==> config.mk <==
export PLATFORM = sky130hd
export DESIGN_NAME = instr_sequencer
export DESIGN_NICKNAME = d
export VERILOG_FILES = /design/src/rtl/instr_sequencer.sv
export SDC_FILE = /design/constraint.sdc
export NUM_CORES = 1
export LEC_CHECK = 0
export CAP_MARGIN = 5
export CORE_ASPECT_RATIO = 1.25
export CORE_MARGIN = 4
export CORE_UTILIZATION = 46
export DETAILED_ROUTE_END_ITERATION = 7
export PLACE_DENSITY_LB_ADDON = 0.12
export SYNTH_ARGS = -nofsm -noshare
export SYNTH_HDL_FRONTEND = slang
export SYNTH_SLANG_ARGS = --single-unit
export TNS_END_PERCENT = 50
==> constraint.sdc <==
create_clock -name clk -period 4.3 [get_ports clk]
set_clock_uncertainty 0.05 [all_clocks]
set_input_delay 0.43 -clock clk [delete_from_list [all_inputs] [get_ports clk]]
set_output_delay 0.43 -clock clk [all_outputs]
set_load 0.02 [all_outputs]
==> src/rtl/instr_sequencer.sv <==
// Multi-cycle instruction sequencer: fetch, decode, execute,
// memory and writeback control for a 6-bit PC, 16-bit ISA.
module instr_sequencer #(
  parameter logic [5:0] PC_RESET = 6'd0
) (
  input  logic        clk,
  input  logic        reset,
  input  logic        start,
  output logic        imem_req,
  output logic [5:0]  imem_addr,
  input  logic        imem_ack,
  input  logic [15:0] instr_in,
  output logic        dmem_req,
  output logic        dmem_we,
  input  logic        dmem_ack,
  input  logic        alu_bool,
  output logic [15:0] ir,
  output logic [5:0]  pc,
  output logic        exec_en,
  output logic        wb_en,
  output logic        halted,
  output logic [2:0]  state
);

  typedef enum logic [2:0] {
    S_IDLE      = 3'd0,
    S_FETCH     = 3'd1,
    S_DECODE    = 3'd2,
    S_EXECUTE   = 3'd3,
    S_MEM       = 3'd4,
    S_WRITEBACK = 3'd5,
    S_HALT      = 3'd6,
    S_BAD       = 3'd7
  } state_t;

  state_t      st_q, st_d;
  logic [5:0]  pc_q, pc_d;
  logic [15:0] ir_q, ir_d;

  logic [1:0]  ityp;
  logic [4:0]  opc;
  logic [5:0]  target;
  logic [5:0]  pc_inc;
  logic        is_load, is_store, is_jump;
  logic        is_branch, is_wb;

  assign ityp   = ir_q[15:14];
  assign opc    = ir_q[13:9];
  assign target = ir_q[8:3];
  assign pc_inc = pc_q + 6'd1;

  assign is_load   = (ityp == 2'b01) && (opc == 5'b01111);
  assign is_store  = (ityp == 2'b01) && (opc == 5'b10001);
  assign is_jump   = (ityp == 2'b10) && (opc == 5'b10010);
  assign is_branch = (ityp == 2'b10) && (opc == 5'b10011);
  // ALU register ops plus the immediate forms that write a result
  assign is_wb = (ityp == 2'b00)
              || ((ityp == 2'b01)
                  && ((opc[4:2] == 3'b000 && opc[0])
                   || (opc[4:1] == 4'b0011)
                   || (opc == 5'b10000)));

  always_ff @(posedge clk) begin
    if (reset) begin
      st_q <= S_IDLE;
      pc_q <= PC_RESET;
      ir_q <= 16'h0000;
    end else begin
      st_q <= st_d;
      pc_q <= pc_d;
      ir_q <= ir_d;
    end
  end

  always_comb begin
    st_d     = st_q;
    pc_d     = pc_q;
    ir_d     = ir_q;
    imem_req = 1'b0;
    dmem_req = 1'b0;
    dmem_we  = 1'b0;
    exec_en  = 1'b0;
    wb_en    = 1'b0;
    halted   = 1'b0;
    unique case (st_q)
      S_IDLE: begin
        if (start) st_d = S_FETCH;
      end
      S_FETCH: begin
        imem_req = 1'b1;
        if (imem_ack) begin
          ir_d = instr_in;
          st_d = S_DECODE;
        end
      end
      S_DECODE: begin
        st_d = (ityp == 2'b11) ? S_HALT : S_EXECUTE;
      end
      S_EXECUTE: begin
        exec_en = 1'b1;
        st_d    = S_FETCH;
        unique case (1'b1)
          is_load, is_store: st_d = S_MEM;
          is_jump:           pc_d = target;
          is_branch:         pc_d = alu_bool ? target : pc_inc;
          is_wb:             st_d = S_WRITEBACK;
          default:           pc_d = pc_inc;
        endcase
      end
      S_MEM: begin
        dmem_req = 1'b1;
        dmem_we  = is_store;
        if (dmem_ack) begin
          if (is_store) begin
            pc_d = pc_inc;
            st_d = S_FETCH;
          end else begin
            st_d = S_WRITEBACK;
          end
        end
      end
      S_WRITEBACK: begin
        wb_en = 1'b1;
        pc_d  = pc_inc;
        st_d  = S_FETCH;
      end
      S_HALT: begin
        halted = 1'b1;
      end
      default: begin
        st_d = S_IDLE;
      end
    endcase
  end

  assign imem_addr = pc_q;
  assign pc        = pc_q;
  assign ir        = ir_q;
  assign state     = st_q;

endmodule

==> results.ini, run 1 <==
[critical_path]
cp_data_arrival_time_ps=2240
r2r_cells=5
required_ps=3820
cp-end-kind=output pin
r2r-end=imem_addr[4]$_SDFFE_PP0P_
crit_type=reg2out
r2r_slack_ps=1890
regToRegStartpoint=state[1]$_SDFFE_PP0P_
crit_end=dmem_we
worstSetupStartpointType=flip-flop
crit_path_start=ir[10]$_SDFFE_PP0P_
worstPathMaxFanout=7

[cts]
cts_tree=built
cts.htree.levels=1
cts_hold_buf=0
cts-root-buf=clkbuf_4
cts_setup_buffers=0
cts_buffer_depth=2
cts.sinks=25
numCtsBuffers=3
path_clk_slew_ps=140
clk_latency_ps=310
cts_resized=0

[synthesis]
synth_cell_types=48
avgSynthCellArea_um2=8.05
syn_inst=175
synth_top_area_share_pct=35.5
yosysSeqAreaShare_pct=35.5
synth_edf_count=0
synth_area_leaders=dfxtp_1 36%, nand2_1 9.9%, a21oi_1 7.8%
syn_nets=198
synthFlopType=dfxtp_1
synth.yosys.warnings=0
ys_async_sr_fraction_pct=0
synth_commonest_cells=37 x nand2_1, 25 x dfxtp_1, 22 x a21oi_1, 9 x nor2_1, 7 x buf_4
ys_ff_latch=25
synth.most_common_cell=nand2_1
syn-cell-area_mm2=0.00141
synth_area_leader_cell=dfxtp_1

[timing]
slew_viol_final=0
fin_crit_ps=2720
tns_ps=0
hold_violations=0
setup_viol=0
worst_pin_slew_ps=1070
fmax_ghz=0.368
rsz0062_at_grt=no
min_period_over_period_pct=63.2
slew_headroom_pct=28.0

[global_route]
track_usage_pct=18.9
grt_start_max_net_pins=32
globalRouteOverflowTotal=0
grt_pass1_vias=1423
grt_antenna_before_repair=0
grt_pass1_wl_um=6270

[finish]
antennaDiodeCount=0
fill_cells=260
synthToLayoutAreaGrowth_pct=38.9
multi_input_area_um2=793
ff_latch_area_um2=500
fin_nets=245
stdcell_count=257
drive_above_1_share_pct=6.79

[detailed_routing]
vias=1402
drc=0
drt-initial-drc-count=43
ant_nets=0
firstDrtPassIters=4
routed_wl_um=3740
vias_per_cell=5.46
wl_per_cell_um=14.5

[placement]
dpl.cell_count=253
place.gp.congestion=0.707
port_buffers=58
post-dp-hpwl_um=2790

[power]
ir_drop_uv=173
p_total_mw=0.529
leakage_nw=0.674
powerDensity_mw_per_mm2=270

[die]
fp-row-count=22
coreArea_mm2=0.00295
die_h_um=69.9
dieArea_mm2=0.00402
start_util_pct=47.8
die_w_um=57.5
pin_count=59

[hold_path]
hold_path.class=reg2reg

[run_status]
outcome=finished, final reports clean

[job]
max-cap-violations=0

## cell families after synthesis
family          Yosys count  share of synthesized area (%)
fa+ha+maj                 1                          0.888
simple gates             78                           28.8
mux                       6                           4.97
compound gates           44                           20.4
flops                    25                           35.5
xor+xnor                  2                           1.24
buf+inv                  19                           8.17
## metrics by stage
stage | hold slack (ps) | instance area (um2) | util (%) | setup WS, ps
floorplan | 485 | 1410 | - | 2000
finish | 419 | 1960 | 66.4 | 1580
global route | 448 | 1960 | 66.4 | 1440
global placement | 394 | 1930 | 65.5 | 1780
CTS | 423 | 1960 | 66.4 | 1570
detailed placement | 401 | 1930 | 65.5 | 1670
## flip-flops by register name, summed over array words and instances, names as in the netlist
register	cells
ir	16
state	3
imem_addr	6
## routing by layer
| layer | share of wire (%) | up-vias | GRT usage [%] | routed length, um |
|---|---|---|---|---|
| met1 | 40 | 670 | 21.1 | 1500 |
| met5 | 0 | - | 0 | 0 |
| met4 | 0.78 | 0 | 4.64 | 29 |
| met3 | 5.3 | 2 | 3.51 | 199 |
| met2 | 54 | 39 | 35.7 | 2010 |
| li1 | - | 691 | - | - |
## where the power goes
| part | leakage (nW) | total, mW | switching, mW | internal, mW |
|---|---|---|---|---|
| sequential | 0.203 | 0.270 | 0.0231 | 0.247 |
| clock | 0.0150 | 0.105 | 0.0693 | 0.0362 |
| combinational | 0.456 | 0.153 | 0.0764 | 0.0768 |
| total | 0.674 | 0.529 | 0.169 | 0.360 |
## worst max-delay path, stage by stage, from the launching register on
cell and delay, ps:
dfxtp_1 390, or4b_4 580, nor4_1 270, clkdlybuf4s50_1 680
## final cells by class
cell class              instances  share of cell area [%]
repair buffers                 58                    29.7
clock buffers                   4                    1.34
well taps                      36                    2.30
multi-input cells             131                    40.5
flip-flops and latches         25                    25.6
inverters                       3                   0.575
## cell usage in the layout (no fill, tap or decap), drive strengths merged
cell,netlist,final
clkdlybuf4s50,0,58
nand2,37,37
dfxtp,25,25
a21oi,22,22
nor2,9,9
o21ai,6,6
nand2b,5,5
nor2b,5,5
mux2i,4,4
a21o,4,4
clkbuf,6,4
nor3b,3,3
inv,3,3
and3,2,2
or3,2,2
a211oi,2,2
nand3,2,2
xnor2,2,2
and2b,2,2
mux2,2,2
o2bb2ai,2,2
nor4,2,2
or2b,2,2
o221a,2,2
nand3b,1,1
or4b,1,1
and2,1,1
or2,1,1
nand4b,1,1
nand4bb,1,1
o211a,1,1
a31oi,1,1
o221ai,1,1
or3b,1,1
o32ai,1,1
o211ai,1,1
a211o,1,1
ha,1,1
## worst min-delay path by stage
stage / from / end / slack (ps) / depth (start not counted)
global route: ir[2]$_SDFFE_PP0P_ / ir[2]$_SDFFE_PP0P_ / 450 / 2
detailed placement: ir[2]$_SDFFE_PP0P_ / ir[2]$_SDFFE_PP0P_ / 400 / 2
floorplan: ir[0]$_SDFFE_PP0P_ / ir[0]$_SDFFE_PP0P_ / 480 / 2
finish: ir[2]$_SDFFE_PP0P_ / ir[2]$_SDFFE_PP0P_ / 420 / 2
CTS: ir[2]$_SDFFE_PP0P_ / ir[2]$_SDFFE_PP0P_ / 420 / 2
global placement: ir[0]$_SDFFE_PP0P_ / ir[0]$_SDFFE_PP0P_ / 390 / 2
(Power assumes the default switching activity.)
==> run 2: changes to the inputs <==
--- a/config.mk
+++ b/config.mk
@@ -8,7 +8,7 @@
 export CAP_MARGIN = 5
 export CORE_ASPECT_RATIO = 1.25
 export CORE_MARGIN = 4
-export CORE_UTILIZATION = 46
+export CORE_UTILIZATION = 38
 export DETAILED_ROUTE_END_ITERATION = 7
 export PLACE_DENSITY_LB_ADDON = 0.12
 export SYNTH_ARGS = -nofsm -noshare
==> constraint.sdc (replaced) <==
create_clock -name clk -period 2.43 [get_ports clk]
set_clock_uncertainty 0.05 [all_clocks]
set_input_delay 0.243 -clock clk [delete_from_list [all_inputs] [get_ports clk]]
set_output_delay 0.243 -clock clk [all_outputs]
set_load 0.02 [all_outputs]
==> run 2 against run 1 <==
Compared with the run above: worst setup slack worse by 1300 ps; combinational power is 80% higher; sequential power is 77% higher; first-iteration DRC count is 2.3% lower; routed wire length is 0.83% higher; largest cell class unchanged; sequential share of layout area is 0.67 points lower; critical path type unchanged; global-route usage is 3.0 points lower; final area is 2.7% higher.
==> results.ini, run 2 (synthesized netlist as in run 1, its figures left out) <==
[die]
pin_count=59
start_util_pct=39.8
fp-row-count=24
dieArea_mm2=0.00475
die_w_um=62.5
die_h_um=76.1
coreArea_mm2=0.00354

[finish]
final_common_cell=clkdlybuf4s50_1
largest_reg_flops=16
antennaDiodeCount=0
fill_cells=339
drive_above_1_share_pct=8.48
synthToLayoutAreaGrowth_pct=42.6
mostFrequentLayoutCells=57 x clkdlybuf4s50_1, 37 x nand2_1, 25 x dfxtp_1
fin_area_mm2=0.00201
fin_nets=248

[power]
p_total_mw=1.00
leakage_nw=0.717
p_comb_share_pct=27.5
p_clk_share_pct=24.9
total_switching_power_mw=0.308
ir_drop_uv=318
p_seq_share_pct=47.7
intPower_mw=0.693
p_sw_share_pct=30.8
powerDensity_mw_per_mm2=498

[timing]
hold_violations=0
fmax_ghz=0.459
fin_crit_ps=2180
holdWs_ps=418
setup_viol=0
rsz0062_at_grt=no
worst_pin_slew_ps=639
tns_ps=0
slew_viol_final=0
min_period_over_period_pct=89.6
slew_headroom_pct=57.3

[detailed_routing]
wl_per_cell_um=14.3
vias=1376
routed_wl_um=3770
firstDrtPassIters=4
vias_per_cell=5.23
drt-initial-drc-count=42
drc=0
ant_nets=0

[critical_path]
cp-end-kind=output pin
path_cells=inv_2 -> nor3b_2 -> clkdlybuf4s50_1
cp_num_buf_inv=2
r2r-end=imem_addr[4]$_SDFFE_PP0P_
regToRegStartpoint=ir[10]$_SDFFE_PP0P_
required_ps=2140
r2r_cells=5
slowest_delay_ps=670
crit_type=reg2out
cp_data_arrival_time_ps=1880
crit_slowest_cell=clkdlybuf4s50_1
worstSetupStartpointType=flip-flop
crit_path_start=state[1]$_SDFFE_PP0P_
cp_top_family=buffers and inverters
r2r_slack_ps=410
worstPathMaxFanout=12

[cts]
cts-root-buf=clkbuf_8
cts_setup_buffers=0
cts_hold_buf=0
cts.sinks=25
numCtsBuffers=3
cts_resized=0
path_clk_slew_ps=90
cts_tree=built
cts_buffer_depth=2
clk_latency_ps=270
cts.htree.levels=1

[placement]
port_buffers=58
place_area_mm2=0.00196
post-dp-hpwl_um=2850
place.gp.congestion=0.769

[global_route]
globalRouteOverflowTotal=0
grt_start_max_net_pins=18
track_usage_pct=16.0
grt_pass1_wl_um=6300
grt_antenna_before_repair=0
grt_pass1_vias=1359

[job]
max-cap-violations=0

[hold_path]
hold_depth=2
whs_endpoint=ir[1]$_SDFFE_PP0P_
holdCritStartpoint=ir[1]$_SDFFE_PP0P_
hold_path.class=reg2reg

[run_status]
outcome=finished, final reports clean

-- run 2: cell types whose count changed in the layout (fill, tap and decap cells not counted) --
cell | previous run | this run
buf_4 | 0 | 3
clkbuf_4 | 3 | 0
clkbuf_8 | 0 | 3
clkdlybuf4s50_1 | 58 | 57
dlymetal6s2s_1 | 0 | 1
nor3b_1 | 3 | 2
nor3b_2 | 0 | 1
-- run 2: area by class of cell --
| class | count | area [um2] | area share, % |
|---|---|---|---|
| clock buffers | 4 | 45.0 | 2.24 |
| inverters | 3 | 11.3 | 0.560 |
| multi-input cells | 131 | 798 | 39.7 |
| flip-flops and latches | 25 | 500 | 24.9 |
| well taps | 39 | 48.8 | 2.43 |
| repair buffers | 61 | 606 | 30.1 |
-- run 2: power groups by stage --
| stage | Clock (mW) | Sequential [mW] | Combinational (mW) |
|---|---|---|---|
| 5_1_grt | 0.273 | 0.484 | 0.297 |
| 4_1_cts | 0.262 | 0.478 | 0.277 |
| 3_3_place_gp | 0 | 0.484 | 0.273 |
| 2_1_floorplan | 0 | 0.502 | 0.138 |
| 6_report | 0.249 | 0.477 | 0.275 |
| 3_5_place_dp | 0 | 0.487 | 0.276 |
-- run 2: routing by layer --
layer / up-vias / routed length, um / track usage, %
li1: 693 / - / -
met1: 635 / 1530 / 17.5
met2: 43 / 1960 / 29.1
met3: 5 / 225 / 4.57
met4: 0 / 53 / 5.30
met5: - / 0 / 0
-- run 2: worst max path at each step --
stage                                     end  slack, ps  cells past startpoint
finish                                exec_en        250                      3
global route                          exec_en        160                      3
CTS                                   dmem_we         40                      3
detailed placement                    dmem_we        370                      3
global placement                      dmem_we        350                      3
floorplan           imem_addr[1]$_SDFFE_PP0P_        130                      6
-- run 2: worst register-to-register path: cells and delay by family, from the launching register on --
kind | cells | cell delay (ps)
flip-flops | 1 | 370
multiplexers | 1 | 330
AND/OR/NAND/NOR | 1 | 570
AO/OA/AOI/OAI | 3 | 590
-- run 2: through the flow --
stage	worst slack [ps]	utilization, %	std cells
2_1_floorplan	134	-	175
3_3_place_gp	352	55.2	259
3_5_place_dp	373	55.2	259
4_1_cts	40.6	56.5	263
5_1_grt	156	56.7	263
6_report	253	56.7	263
==> run 3: changes to the inputs <==
--- a/config.mk
+++ b/config.mk
@@ -5,9 +5,9 @@
 export SDC_FILE = /design/constraint.sdc
 export NUM_CORES = 1
 export LEC_CHECK = 0
+export ABC_AREA = 1
 export CAP_MARGIN = 5
 export CORE_ASPECT_RATIO = 1.25
-export CORE_MARGIN = 4
 export CORE_UTILIZATION = 38
 export DETAILED_ROUTE_END_ITERATION = 7
 export PLACE_DENSITY_LB_ADDON = 0.12
==> constraint.sdc (replaced) <==
create_clock -name clk -period 1.7 [get_ports clk]
set_clock_uncertainty 0.05 [all_clocks]
set_input_delay 0.17 -clock clk [delete_from_list [all_inputs] [get_ports clk]]
set_output_delay 0.17 -clock clk [all_outputs]
set_load 0.02 [all_outputs]
==> run 3 against run 2 <==
Compared with the run above: combinational power rose by 130%; clock-buffer cell count did not move; synthesized area fell by 0.62%; worst setup slack got worse by 160 ps; register-to-register slack got worse by 200 ps; die area fell by 17%; total power rose by 70%; sequential power rose by 48%; sequential cell count did not move; global-route usage rose by 2.9 points; final area rose by 4.2%; routed wire length fell by 11%; largest power group unchanged.
==> results.ini, run 3 <==
[run_status]
outcome=finished, final reports clean

[synthesis]
yosysSeqAreaShare_pct=35.7
synth.yosys.warnings=0
synthAdderAreaFrac_pct=0.894
synth_area_leaders=dfxtp_1 36%, nand2_1 12%, nor2_1 11%
syn-cell-area_mm2=0.00140
syn_inst=217
synth_compound_area_share_pct=15.0
synth_commonest_cells=44 x nand2_1, 41 x nor2_1, 25 x dfxtp_1, 25 x o21ai_0, 21 x inv_1
ys_async_sr_fraction_pct=0
synth_top_area_share_pct=35.7
synth_area_leader_cell=dfxtp_1
synth_edf_count=0
synth_top_family_by_area=simple AND/OR/NAND/NOR gates
synth_mux_area_share_pct=0
synth_cell_types=22
ys_ff_latch=25
syn_nets=240
synth.most_common_cell=nand2_1
avgSynthCellArea_um2=6.45
synthFlopType=dfxtp_1
synth_xor_area_share_pct=1.88
synth_simple_gate_area_share_pct=33.9

[power]
ir_drop_uv=491
p_total_mw=1.70
powerDensity_mw_per_mm2=812
leakage_nw=0.931

[detailed_routing]
firstDrtPassIters=4
drc=0
routed_wl_um=3360
vias_per_cell=4.67
drt-initial-drc-count=43
vias=1486
wl_per_cell_um=10.6
ant_nets=0

[cts]
cts_tree=built
cts_buffer_depth=2
cts_setup_buffers=0
numCtsBuffers=3
path_clk_slew_ps=80
cts-root-buf=clkbuf_8
clk_latency_ps=270
cts.htree.levels=1
cts.sinks=25

[critical_path]
crit_type=reg2out
cp-end-kind=output pin
r2r-end=imem_addr[1]$_SDFFE_PP0P_
worstPathMaxFanout=6
required_ps=1480
cp_data_arrival_time_ps=1380
crit_slowest_cell=clkdlybuf4s50_1
slowest_delay_ps=590
cp_num_buf_inv=2
worstSetupStartpointType=flip-flop
cp_top_family=buffers and inverters
regToRegStartpoint=ir[12]$_SDFFE_PP0P_
path_cells=buf_4 -> clkdlybuf4s50_1
r2r_cells=9
r2r_slack_ps=210

[placement]
post-dp-hpwl_um=2620
port_buffers=58
dpl.cell_count=314
place.gp.congestion=0.773
place_area_mm2=0.00205
dp_worst_setup_slack_ps=100

[finish]
final_common_cell=clkdlybuf4s50_1
antennaDiodeCount=0
drive_above_1_share_pct=12.2
stdcell_count=318
largest_reg_flops=16
fin_nets=303
utilization_pct=59.6
mostFrequentLayoutCells=52 x clkdlybuf4s50_1, 44 x nand2_1, 41 x nor2_1
fin_area_mm2=0.00209
synthToLayoutAreaGrowth_pct=49.6

[timing]
slew_viol_final=0
min_period_over_period_pct=94.3
rsz0062_at_grt=no
hold_violations=0
holdWs_ps=419
fin_ws_ps=96.6
fmax_ghz=0.624
setup_viol=0
tns_ps=0
worst_pin_slew_ps=385
fin_crit_ps=1600
slew_headroom_pct=74.3

[die]
die_w_um=56.3
dieArea_mm2=0.00393
coreArea_mm2=0.00351
fp-row-count=24
pin_count=59
die_h_um=69.9
start_util_pct=39.9

[global_route]
globalRouteOverflowTotal=0
grt_start_max_net_pins=26
grt_pass1_vias=1413
grt_antenna_before_repair=0
grt_pass1_wl_um=5940
track_usage_pct=18.9

[job]
max-cap-violations=0

[hold_path]
whs_endpoint=ir[4]$_SDFFE_PP0P_
holdCritStartpoint=ir[4]$_SDFFE_PP0P_
hold_path.class=reg2reg
hold_depth=2

==> run 3: cell types whose count changed in the layout (fill, tap and decap cells not counted), sizes merged, moves of 4 or more <==
cell,change
dlygate4sd2,+5
nand2,+8
inv,+24
nand2b,-5
nand3,+14
nor2,+35
a21o,-4
clkdlybuf4s50,-5
nor3,+5
buf,+8
a21oi,-8
mux2i,-4
o21ai,+19
nor2b,-5
==> run 3: where the power goes <==
group	total, mW	internal (mW)	switching (mW)
sequential	0.705	0.653	0.0522
clock	0.356	0.168	0.188
combinational	0.639	0.298	0.341
total	1.70	1.12	0.582
==> run 3: logic make-up (layout without fill, tap and decap cells) <==
kind of cell,after synthesis,count (layout)
buf+inv,38,100
fa+ha+maj,1,1
flops,25,25
compound gates,40,40
simple gates,110,110
xor+xnor,3,3
==> run 3: area by class of cell <==
cell class                      instances  area (um2)
Multi-Input combinational cell        154         731
Inverter                               27         101
Tap cell                               39        48.8
Fill cell                             354        1420
Clock buffer                            4        45.0
Sequential cell                        25         504
Timing Repair Buffer                   69         664
==> run 3: timing repair <==
action	4_1_cts	5_1_grt
setup endpoints to repair	6	8
pin swaps	0	0
resized for setup	7	6
hold buffers	0	0
==> run 3: layer usage <==
layer  vias to the layer above  track usage (%)  wire length, um
li1                        807                -                -
met5                         -                0                0
met4                         0             7.32               49
met1                       640             21.6             1430
met2                        35             34.5             1730
met3                         4             2.96              149
==> run 3: worst max path at each step <==
stage | to | depth (start not counted) | slack, ps | start
2_1_floorplan | imem_addr[0]$_SDFFE_PP0P_ | 8 | 40 | state[1]$_SDFFE_PP0P_
3_3_place_gp | dmem_we | 3 | 100 | ir[9]$_SDFFE_PP0P_
5_1_grt | imem_addr[5]$_SDFFE_PP0P_ | 12 | 20 | ir[14]$_SDFFE_PP0P_
4_1_cts | ir[10] | 2 | 8 | ir[10]$_SDFFE_PP0P_
6_report | ir[10] | 2 | 100 | ir[10]$_SDFFE_PP0P_
3_5_place_dp | dmem_we | 3 | 100 | ir[9]$_SDFFE_PP0P_
==> run 3: tightest hold or removal path: stages (launching register included) <==
cell and delay, ps:
dfxtp_1 320, inv_1 60, a21oi_1 50
